==> src/rtl/audio_pkg.sv <==
// Shared audio-path types: transmit FSM states and the stereo sample pair.
package audio_pkg;

  localparam int unsigned DATA_WIDTH = 24;

  typedef enum logic [1:0] {WAIT_SYNC, LEFT, RIGHT} tx_state_t;

  typedef struct packed {
    logic [DATA_WIDTH-1:0] left;
    logic [DATA_WIDTH-1:0] right;
  } stereo_sample_t;

endpackage

==> src/rtl/stereo_sample_fifo.sv <==
// Synchronous FIFO of stereo sample pairs; a pop while empty is ignored.
module stereo_sample_fifo #(
  parameter int unsigned DATA_WIDTH = 24,
  parameter int unsigned FIFO_DEPTH = 4
) (
  input  logic                          clk_i,
  input  logic                          reset_i,
  input  logic                          push_i,
  input  logic                          pop_i,
  input  logic [2*DATA_WIDTH-1:0]       wdata_i,
  output logic [2*DATA_WIDTH-1:0]       rdata_o,
  output logic                          full_o,
  output logic                          empty_o,
  output logic [$clog2(FIFO_DEPTH):0]   count_o
);

  localparam int unsigned PtrW = $clog2(FIFO_DEPTH);
  localparam logic [PtrW:0] CountFull = (PtrW + 1)'(FIFO_DEPTH);

  logic [2*DATA_WIDTH-1:0] mem_q [FIFO_DEPTH];
  logic [PtrW-1:0]         wr_ptr_q, rd_ptr_q;
  logic [PtrW:0]           count_q;
  logic                    push_ok, pop_ok;

  assign full_o  = (count_q == CountFull);
  assign empty_o = (count_q == '0);
  assign count_o = count_q;
  assign rdata_o = mem_q[rd_ptr_q];

  assign push_ok = push_i & ~full_o;
  assign pop_ok  = pop_i & ~empty_o;

  always_ff @(posedge clk_i) begin
    if (reset_i) begin
      wr_ptr_q <= '0;
      rd_ptr_q <= '0;
      count_q  <= '0;
    end else begin
      if (push_ok) wr_ptr_q <= wr_ptr_q + 1'b1;
      if (pop_ok)  rd_ptr_q <= rd_ptr_q + 1'b1;
      case ({push_ok, pop_ok})
        2'b10:   count_q <= count_q + 1'b1;
        2'b01:   count_q <= count_q - 1'b1;
        default: count_q <= count_q;
      endcase
    end
  end

  // Storage needs no reset; occupancy is tracked by the pointers and count.
  always_ff @(posedge clk_i) begin
    if (push_ok) mem_q[wr_ptr_q] <= wdata_i;
  end

endmodule

==> src/rtl/i2s_dac_tx.sv <==
// I2S transmit serializer for the WM8731 DAC; codec is BCLK/LRCK master.
module i2s_dac_tx #(
  parameter int unsigned DATA_WIDTH = audio_pkg::DATA_WIDTH,
  parameter int unsigned FIFO_DEPTH = 4,
  parameter int unsigned SLOT_BITS  = 32
) (
  input  logic                  clk,
  input  logic                  reset,
  input  logic                  write,
  input  logic [DATA_WIDTH-1:0] writedata_left,
  input  logic [DATA_WIDTH-1:0] writedata_right,
  output logic                  write_ready,
  input  logic                  AUD_BCLK,
  input  logic                  AUD_DACLRCK,
  output logic                  AUD_DACDAT,
  output logic                  underflow
);

  import audio_pkg::*;

  localparam int unsigned CntW     = $clog2(SLOT_BITS + 1);
  localparam int unsigned FifoCntW = $clog2(FIFO_DEPTH) + 1;
  localparam logic [CntW-1:0]     LastBit  = CntW'(DATA_WIDTH);
  localparam logic [FifoCntW-1:0] FifoMax  = FifoCntW'(FIFO_DEPTH);

  logic [2:0] bclk_sync_q, lrck_sync_q;
  logic       bclk_fall, lrck_fall, lrck_rise;

  logic [2*DATA_WIDTH-1:0] fifo_rdata;
  logic                    fifo_full, fifo_empty, push;
  logic [FifoCntW-1:0]     fifo_count;

  tx_state_t             state_q, state_d;
  logic [DATA_WIDTH-1:0] shift_q, shift_d;
  logic [DATA_WIDTH-1:0] hold_q, hold_d;
  logic [CntW-1:0]       cnt_q, cnt_d;
  logic                  dacdat_q, dacdat_d;
  logic                  underflow_q, underflow_d;

  // Two flops resynchronise the codec clocks; the third gives the previous value.
  always_ff @(posedge clk) begin
    if (reset) begin
      bclk_sync_q <= '0;
      lrck_sync_q <= '0;
    end else begin
      bclk_sync_q <= {bclk_sync_q[1:0], AUD_BCLK};
      lrck_sync_q <= {lrck_sync_q[1:0], AUD_DACLRCK};
    end
  end

  assign bclk_fall = bclk_sync_q[2] & ~bclk_sync_q[1];
  assign lrck_fall = lrck_sync_q[2] & ~lrck_sync_q[1];
  assign lrck_rise = ~lrck_sync_q[2] & lrck_sync_q[1];

  assign write_ready = ~fifo_full;
  assign push        = write & write_ready;

  stereo_sample_fifo #(
    .DATA_WIDTH (DATA_WIDTH),
    .FIFO_DEPTH (FIFO_DEPTH)
  ) u_fifo (
    .clk_i   (clk),
    .reset_i (reset),
    .push_i  (push),
    .pop_i   (lrck_fall),
    .wdata_i ({writedata_left, writedata_right}),
    .rdata_o (fifo_rdata),
    .full_o  (fifo_full),
    .empty_o (fifo_empty),
    .count_o (fifo_count)
  );

  always_comb begin
    state_d     = state_q;
    shift_d     = shift_q;
    hold_d      = hold_q;
    cnt_d       = cnt_q;
    dacdat_d    = dacdat_q;
    underflow_d = underflow_q;

    // A left-slot start wins over a coincident BCLK fall in every state.
    if (lrck_fall) begin
      state_d  = LEFT;
      cnt_d    = '0;
      dacdat_d = 1'b0;
      if (fifo_empty) begin
        shift_d     = '0;
        hold_d      = '0;
        underflow_d = 1'b1;
      end else begin
        shift_d = fifo_rdata[2*DATA_WIDTH-1:DATA_WIDTH];
        hold_d  = fifo_rdata[DATA_WIDTH-1:0];
      end
    end else if (state_q == LEFT && lrck_rise) begin
      state_d  = RIGHT;
      shift_d  = hold_q;
      cnt_d    = '0;
      dacdat_d = 1'b0;
    end else begin
      case (state_q)
        LEFT, RIGHT: begin
          if (bclk_fall) begin
            if (cnt_q != '1) cnt_d = cnt_q + 1'b1;
            if (cnt_q < LastBit) begin
              dacdat_d = shift_q[DATA_WIDTH-1];
              shift_d  = {shift_q[DATA_WIDTH-2:0], 1'b0};
            end else begin
              dacdat_d = 1'b0;
            end
          end
        end
        default: dacdat_d = 1'b0;
      endcase
    end
  end

  always_ff @(posedge clk) begin
    if (reset) begin
      state_q     <= WAIT_SYNC;
      shift_q     <= '0;
      hold_q      <= '0;
      cnt_q       <= '0;
      dacdat_q    <= 1'b0;
      underflow_q <= 1'b0;
    end else begin
      state_q     <= state_d;
      shift_q     <= shift_d;
      hold_q      <= hold_d;
      cnt_q       <= cnt_d;
      dacdat_q    <= dacdat_d;
      underflow_q <= underflow_d;
    end
  end

  assign AUD_DACDAT = dacdat_q;
  assign underflow  = underflow_q;

  a_fifo_count_bound : assert property (@(posedge clk) disable iff (reset)
    fifo_count <= FifoMax);

endmodule

==> config.mk <==
export PLATFORM = sky130hd
export DESIGN_NAME = i2s_dac_tx
export DESIGN_NICKNAME = d
export VERILOG_FILES = /design/src/rtl/audio_pkg.sv /design/src/rtl/stereo_sample_fifo.sv /design/src/rtl/i2s_dac_tx.sv
export SDC_FILE = /design/constraint.sdc
export NUM_CORES = 1
export LEC_CHECK = 0
export CORE_UTILIZATION = 45
export DETAILED_ROUTE_END_ITERATION = 7
export MAX_ROUTING_LAYER = met4
export PLACE_DENSITY = 0.65
export SLEW_MARGIN = 20
export SYNTH_ARGS = -nofsm -noshare
export SYNTH_HDL_FRONTEND = slang
export SYNTH_SLANG_ARGS = --single-unit
==> constraint.sdc <==
create_clock -name clk -period 2.3 [get_ports clk]
set_input_delay 0.23 -clock clk [delete_from_list [all_inputs] [get_ports clk]]
set_output_delay 0.23 -clock clk [all_outputs]
set_load 0.01 [all_outputs]
==> results of run 1 <==
what timing repair did:
action / in CTS / in global routing
buffers inserted: 1 / 0
hold buffers: 0 / 0
gates resized for setup: 6 / 5
pin swaps: 1 / 2
setup endpoints to repair: 1 / 1
cell usage after synthesis (all sizes together) (11+ instances only):
| master | instances | area [sq um] |
|---|---|---|
| a211oi | 37 | 387.9 |
| a221oi | 14 | 122.6 |
| a22o | 13 | 113.9 |
| a22oi | 11 | 82.58 |
| and3 | 16 | 100.1 |
| buf | 21 | 138.9 |
| clkbuf | 18 | 67.56 |
| dfxtp | 73 | 1461 |
| edfxtp | 192 | 5766 |
| mux4 | 48 | 1081 |
| nand2 | 28 | 105.1 |
| nand3 | 12 | 60.06 |
| nor2 | 52 | 202.7 |
| o21ai | 14 | 70.07 |
metrics by stage:
step                instance area [sq um]  utilization  hold WS [ps]  total power, mW  setup WS (ps)
finish                              12050       0.5456         238.0            9.914          57.48
global route                        12050       0.5456         263.9            10.24         -2.054
CTS                                 12040       0.5448         232.1            9.997          18.06
detailed placement                  11230       0.5082         431.1            6.107         -8.224
global placement                    11230       0.5082         433.5            6.076          74.77
floorplan                           10250            -         328.9            5.821          16.50
final cells by class:
type                    count  area (sq um)
well taps                 280         350.3
fillers                  1716         10040
repair buffers             84         838.3
flip-flops and latches    265          7237
clock inverters            14         90.09
clock buffers              33         698.2
inverters                   9         36.28
multi-input cells         297          2804
state kept, by name, summed over array words and instances (netlist names), named ones only:
signal	count
AUD_DACDAT	1
shift_q	24
u_fifo.wr_ptr_q	2
bclk_sync_q	3
state_q	2
u_fifo.mem_q	192
underflow	1
cnt_q	6
u_fifo.rd_ptr_q	2
u_fifo.count_o	3
hold_q	24
lrck_sync_q	3
worst register-to-register path, stage by stage (launching register included):
cell and delay, ps:
dfxtp_4 360, or3b_4 370, and2_4 190, inv_4 60
ha_4 130, inv_1 50, fa_2 330, xor2_1 160
or3_1 370, a21oi_2 160
routing by layer:
layer,GRT usage,share of wire,up-vias
li1,-,-,2547
met1,0.2436,0.45,2850
met2,0.2805,0.47,147
met3,0.02013,0.049,39
met4,0.05868,0.024,0
met5,-,0,-
how the worst max path moves through the flow:
stage                                         from                              to  slack (ps)  cells past startpoint
global route        u_fifo.count_o[1]$_SDFFE_PP0P_  u_fifo.count_o[2]$_SDFFE_PP0P_          -2                      9
global placement    u_fifo.count_o[2]$_SDFFE_PP0P_  u_fifo.count_o[2]$_SDFFE_PP0P_          70                      9
finish              u_fifo.count_o[1]$_SDFFE_PP0P_  u_fifo.count_o[2]$_SDFFE_PP0P_          60                      9
floorplan                lrck_sync_q[1]$_SDFF_PP0_  u_fifo.count_o[2]$_SDFFE_PP0P_          20                     11
CTS                 u_fifo.count_o[1]$_SDFFE_PP0P_  u_fifo.count_o[2]$_SDFFE_PP0P_          20                      9
detailed placement  u_fifo.count_o[2]$_SDFFE_PP0P_  u_fifo.count_o[2]$_SDFFE_PP0P_          -8                      9
cell families after synthesis:
logic type	Yosys count	share of synthesized area
AOI/OAI and AO/OA	99	0.08307
xor gates and xnor gates	10	0.008551
adders and majority gates	8	0.01051
buffers and inverters	48	0.02345
DFF	265	0.7056
muxes	49	0.1065
and+or+nand+nor	131	0.06230
power groups by stage:
stage | combinational, mW | clock, mW | sequential (mW)
floorplan | 0.333 | 0 | 5.49
global placement | 0.587 | 0 | 5.49
detailed placement | 0.605 | 0 | 5.50
CTS | 0.614 | 3.98 | 5.40
global route | 0.665 | 4.16 | 5.42
finish | 0.611 | 3.90 | 5.40
==> run metrics, run 1 <==
Combinational Power Share=0.062; Crit Path Class=flip-flop to flip-flop; Syn Area/Cell=~17 sq um; die area=about 23000 sq um; CTS tree=yes; count of pins on the block boundary=56; HPWL after DPL=approximately 12000 um; CP required=2750 ps; layout cell share with drive strength beyond 1=0.2222; commonest non-fill, non-tap cell in the layout=edfxtp_1; Overflow after GRT=0; Worst path max stage delay=370 ps; Post-Route Setup TNS=0 ps; Flop pwr share=0.545; ys flop type=edfxtp_1; post-synth cell types=44; Crit-path slowest cell=or3b_4; Port Buffers=55; Worst slew margin=0.4403; first-pass GRT wire length=31540 um; Layout Nets=744; most frequent cells in the layout=edfxtp_1, dfxtp_1, clkdlybuf4s50_1; Post-Layout Cell Count=about 980; Total GRT Usage=0.1781; Root Buffer=clkbuf_16; Int Pwr=7.864 mW; pwr dens=roughly 820 nW/um^2; Chip Width=between 150 and 200 um; Final Hold Viols=0; worst hold path class=input pin to flip-flop; Worst path top cell family by delay=simple AND/OR/NAND/NOR gates; share of flip-flops with an asynchronous set or reset=0; fin crit share=0.9750; height of the die=152.9 um; Seq/Total Area, Yosys=0.7056; worst hold path depth=3; core area=~22000 sq um; GPL Wtd Cong=0.7690; initial antenna violation count=0; Area growth, synth to finish=17.69%; vias in the first global route=~5700; CTS Buf Count=26; endpoints failing setup=0; largest net degree at the start of global routing=49; Max Cap Viol=0; CP bufs+invs=2; r2r setup slk=60 ps; diodes inserted=0; number of instances in the placed design=934; Detail Route Antenna Nets=0; Reg clk slew, reported paths=60 ps; CTS sink cnt=265; Arrival @ worst endpoint=approximately 2700 ps; # rows=54; Clock power frac=0.394; critical path cell sequence=or3b_4 > and2_4 > inv_4 > ha_4 > inv_1 > fa_2 > xor2_1 > or3_1 > a21oi_2; Worst-Margin Slew=about 840 ps; EDFF count, synth=192; critical path capture point type=flip-flop; Pre-Repair DR Iteration Count=5; skew final=9.803 ps; Ys Warns=0; H-tree depth=1; Leak=just under 4 nW; flops & latches, synth=~270; reg2reg end=u_fifo.count_o[2]$_SDFFE_PP0P_; Post-Syn Nets=between 600 and 700; hold path startpoint=reset; Switching Fraction=0.2068; FMAX=0.4459 GHz; DRC=0; peak supply drop=approximately 0.5 mV; fin. max-slew vios=0; Clock Path Buffers=3; status=completed; Iter 0 DRT Violations=about 340; P_sw=2.050 mW; crit path launch type=flip-flop; Hold Path Sink=state_q[0]$_SDFFE_PP0P_; Clock Latency Late Sink=around 520 ps; Mapped Cells=610; synthesized area=10240 sq um; min Tclk post-route=between 2000 and 2500 ps; DRT Wirelength=19780 um; worst reg2reg path depth=9; reg2reg start=u_fifo.count_o[1]$_SDFFE_PP0P_; vias=5583; wire length per cell=20.14 um; critical path peak fanout=4; DR vias/cell=5.685; Initial Util=0.4636
No activity file was read; power rests on OpenSTA's default activity.
==> run 2, diff against run 1 <==
--- a/config.mk
+++ b/config.mk
@@ -6,6 +6,7 @@
 export NUM_CORES = 1
 export LEC_CHECK = 0
 export CORE_UTILIZATION = 45
+export CTS_CLUSTER_SIZE = 28
 export DETAILED_ROUTE_END_ITERATION = 7
 export MAX_ROUTING_LAYER = met4
 export PLACE_DENSITY = 0.65
==> results of run 2 <==
No change in the layout: final DEF, timing and power equal those of run 1.
==> run 3, diff against run 2 <==
--- a/config.mk
+++ b/config.mk
@@ -5,6 +5,7 @@
 export SDC_FILE = /design/constraint.sdc
 export NUM_CORES = 1
 export LEC_CHECK = 0
+export ABC_CLOCK_PERIOD_IN_PS = 2300
 export CORE_UTILIZATION = 45
 export CTS_CLUSTER_SIZE = 28
 export DETAILED_ROUTE_END_ITERATION = 7
==> constraint.sdc (replaced) <==
create_clock -name clk -period 2.3 [get_ports clk]
set_input_delay 0.23 -clock clk [delete_from_list [all_inputs] [get_ports clk]]
set_output_delay 0.23 -clock clk [all_outputs]
set_load 0.05 [all_outputs]
==> run 3 against run 2 <==
Effect of this change: sequential power about the same; sequential cell count unchanged; setup slack better by 30 ps; sequential share of layout area down 0.11 points; die area unchanged; combinational power down 2%; first-iteration DRC count down 12%; routed wire length down 2.8%; critical path depth down 7; non-clock buffer count down 3; clock power up 7.2%; register-to-register slack better by 40 ps.
==> run metrics, run 3 (synthesis results as in run 1) <==
status=completed (unchanged); die area=23370 sq um (unchanged); Reg clk slew, reported paths=60 ps (about the same); final instance area=12070 sq um (was 12050 sq um); worst reg2reg path depth=9 (unchanged); Detail Route Antenna Nets=0 (unchanged); endpoints failing setup=0 (unchanged); vias=5479 (was 5583); post-layout util=0.5464 (was 0.5456); commonest non-fill, non-tap cell in the layout=edfxtp_1 (unchanged); most frequent cells in the layout=edfxtp_1, dfxtp_1, clkdlybuf4s50_1 (unchanged); Chip Width=152.9 um (unchanged); HPWL after DPL=11540 um (was 11770 um); Combinational Power Share=0.059 (was 0.062); Switching Fraction=0.2057 (was 0.2068); peak supply drop=0.6084 mV (was 0.5037 mV); Post-Place Worst Slack=-30.33 ps (was -8.224 ps); CTS Buf Count=27 (was 26); critical path peak fanout=6 (was 4); WHS=209.8 ps (was 238.0 ps); CTS sink cnt=265 (unchanged); Crit Path Class=flip-flop to output port (was flip-flop to flip-flop); Worst slew margin=0.4372 (was 0.4403); Pre-Repair DR Iteration Count=4 (was 5); Port Buffers=55 (unchanged); Clock power frac=0.411 (was 0.394); Total GRT Usage=0.1757 (was 0.1781); reg2reg end=u_fifo.count_o[2]$_SDFFE_PP0P_ (unchanged); min Tclk post-route=2213 ps (was 2243 ps); core area=22090 sq um (unchanged); Root Buffer=clkbuf_16 (unchanged); fin. max-slew vios=0 (unchanged); vias in the first global route=5829 (was 5738); Leak=3.865 nW (was 3.861 nW); Layout fillers=1690 (was 1716); height of the die=152.9 um (unchanged); # rows=54 (unchanged); fin crit share=0.9621 (was 0.9750); Worst-Margin Slew=842.6 ps (was 838.0 ps); Iter 0 DRT Violations=299 (was 339); worst hold path class=input pin to flip-flop (unchanged); CTS tree=yes (unchanged); Overflow after GRT=0 (unchanged); largest net degree at the start of global routing=49 (unchanged); reg2reg start=u_fifo.count_o[2]$_SDFFE_PP0P_ (was u_fifo.count_o[1]$_SDFFE_PP0P_); worst hold path depth=2 (was 3); Max Cap Viol=0 (unchanged); initial antenna violation count=0 (unchanged); r2r setup slk=100 ps (was 60 ps); Final Hold Viols=0 (unchanged); DRT Wirelength=19230 um (was 19780 um); number of flip-flops in the largest register=192 (unchanged); Area growth, synth to finish=17.87% (was 17.69%); Clock Path Buffers=3 (unchanged); crit path launch type=flip-flop (unchanged); critical path capture point type=output port (was flip-flop); Int Pwr=8.089 mW (was 7.864 mW); Flop pwr share=0.531 (was 0.545); layout cell share with drive strength beyond 1=0.2211 (was 0.2222); unrepaired setup endpoints after global routing=no; pwr dens=843.5 nW/um^2 (was 822.5 nW/um^2); hold path startpoint=reset (unchanged); number of instances in the placed design=931 (was 934); largest reg by FF count=u_fifo.mem_q (unchanged); count of pins on the block boundary=56 (unchanged); diodes inserted=0 (unchanged); Layout Nets=742 (was 744); Hold Path Sink=hold_q[16]$_SDFFE_PP0P_ (was state_q[0]$_SDFFE_PP0P_); setup ws final=87.18 ps (was 57.48 ps); P_sw=2.094 mW (was 2.050 mW); DRC=0 (unchanged); first-pass GRT wire length=31330 um (was 31540 um); Clock Latency Late Sink=520 ps (about the same); DR vias/cell=5.585 (was 5.685); wire length per cell=19.60 um (was 20.14 um); biggest regs=u_fifo.mem_q (192), hold_q (24), shift_q (24) (unchanged); H-tree depth=1 (unchanged); Post-Layout Cell Count=981 (was 982); hold bufs inserted after CTS=0 (unchanged); Arrival @ worst endpoint=1980 ps (was 2690 ps); GPL Wtd Cong=0.7569 (was 0.7690); skew final=11.06 ps (was 9.803 ps); CP required=2070 ps (was 2750 ps); Initial Util=0.4636 (unchanged); DP Area=11180 sq um (was 11230 sq um); FMAX=0.4519 GHz (was 0.4459 GHz)
## run 3: cell types whose count changed in the layout (fill, tap and decap cells not counted)
cell,before,now
inv_6,0,1
dfxtp_2,2,3
clkinv_2,8,5
buf_12,6,4
buf_4,23,22
clkinvlp_4,0,2
bufinv_16,1,2
clkinvlp_2,1,0
clkbuf_8,0,3
inv_4,1,0
dfxtp_4,2,1
## run 3: worst max-delay path, stage by stage (launching register included)
cell             delay (ps)
dfxtp_2                 350
or3b_4                  410
clkdlybuf4s50_1         720
## run 3: how the worst max path moves through the flow
| stage | cells past startpoint | slack (ps) | from | endpoint |
|---|---|---|---|---|
| finish | 2 | 90 | u_fifo.count_o[2]$_SDFFE_PP0P_ | write_ready |
| global route | 9 | 9 | u_fifo.count_o[2]$_SDFFE_PP0P_ | u_fifo.count_o[2]$_SDFFE_PP0P_ |
| detailed placement | 9 | -30 | u_fifo.count_o[2]$_SDFFE_PP0P_ | u_fifo.count_o[2]$_SDFFE_PP0P_ |
| floorplan | 9 | 5 | u_fifo.count_o[2]$_SDFFE_PP0P_ | u_fifo.count_o[2]$_SDFFE_PP0P_ |
| global placement | 9 | 60 | u_fifo.count_o[2]$_SDFFE_PP0P_ | u_fifo.count_o[2]$_SDFFE_PP0P_ |
| CTS | 9 | 8 | u_fifo.count_o[2]$_SDFFE_PP0P_ | u_fifo.count_o[2]$_SDFFE_PP0P_ |
## run 3: cell type report
cell class | instances | area, sq um | share of cell area
Multi-Input combinational cell | 297 | 2804 | 0.2323
Sequential cell | 265 | 7234 | 0.5992
Tap cell | 280 | 350.3 | 0.02902
Clock buffer | 36 | 739.5 | 0.06125
Timing Repair Buffer | 81 | 790.8 | 0.06550
Clock inverter | 13 | 120.1 | 0.009949
Inverter | 9 | 33.78 | 0.002798
## run 3: timing repair
item	CTS	global route
resized for setup	2	4
pin swaps	1	0
buffers inserted	0	1
cloned	0	0
endpoints found under the setup margin	1	1
## run 3: power by group through the flow
stage	combinational, mW	clock (mW)	sequential (mW)
finish	0.597	4.18	5.40
global route	0.649	4.45	5.42
CTS	0.604	4.28	5.40
detailed placement	0.600	0	5.50
global placement	0.581	0	5.49
floorplan	0.336	0	5.49
## run 3: layer usage
layer,wire length (um),part of all wire,global-route usage,vias up
met5,0,0,-,-
met4,373,0.019,0.05435,0
met3,703,0.037,0.02325,27
met2,9254,0.48,0.2794,113
met1,8898,0.46,0.2366,2801
li1,-,-,-,2538
## run 3: through the flow
stage	TNS, ps	total power, mW
final	0	10.18
after global routing	0	10.52
after CTS	0	10.28
after detailed placement	-30.33	6.105
after global placement	0	6.072
after floorplan	0	5.822
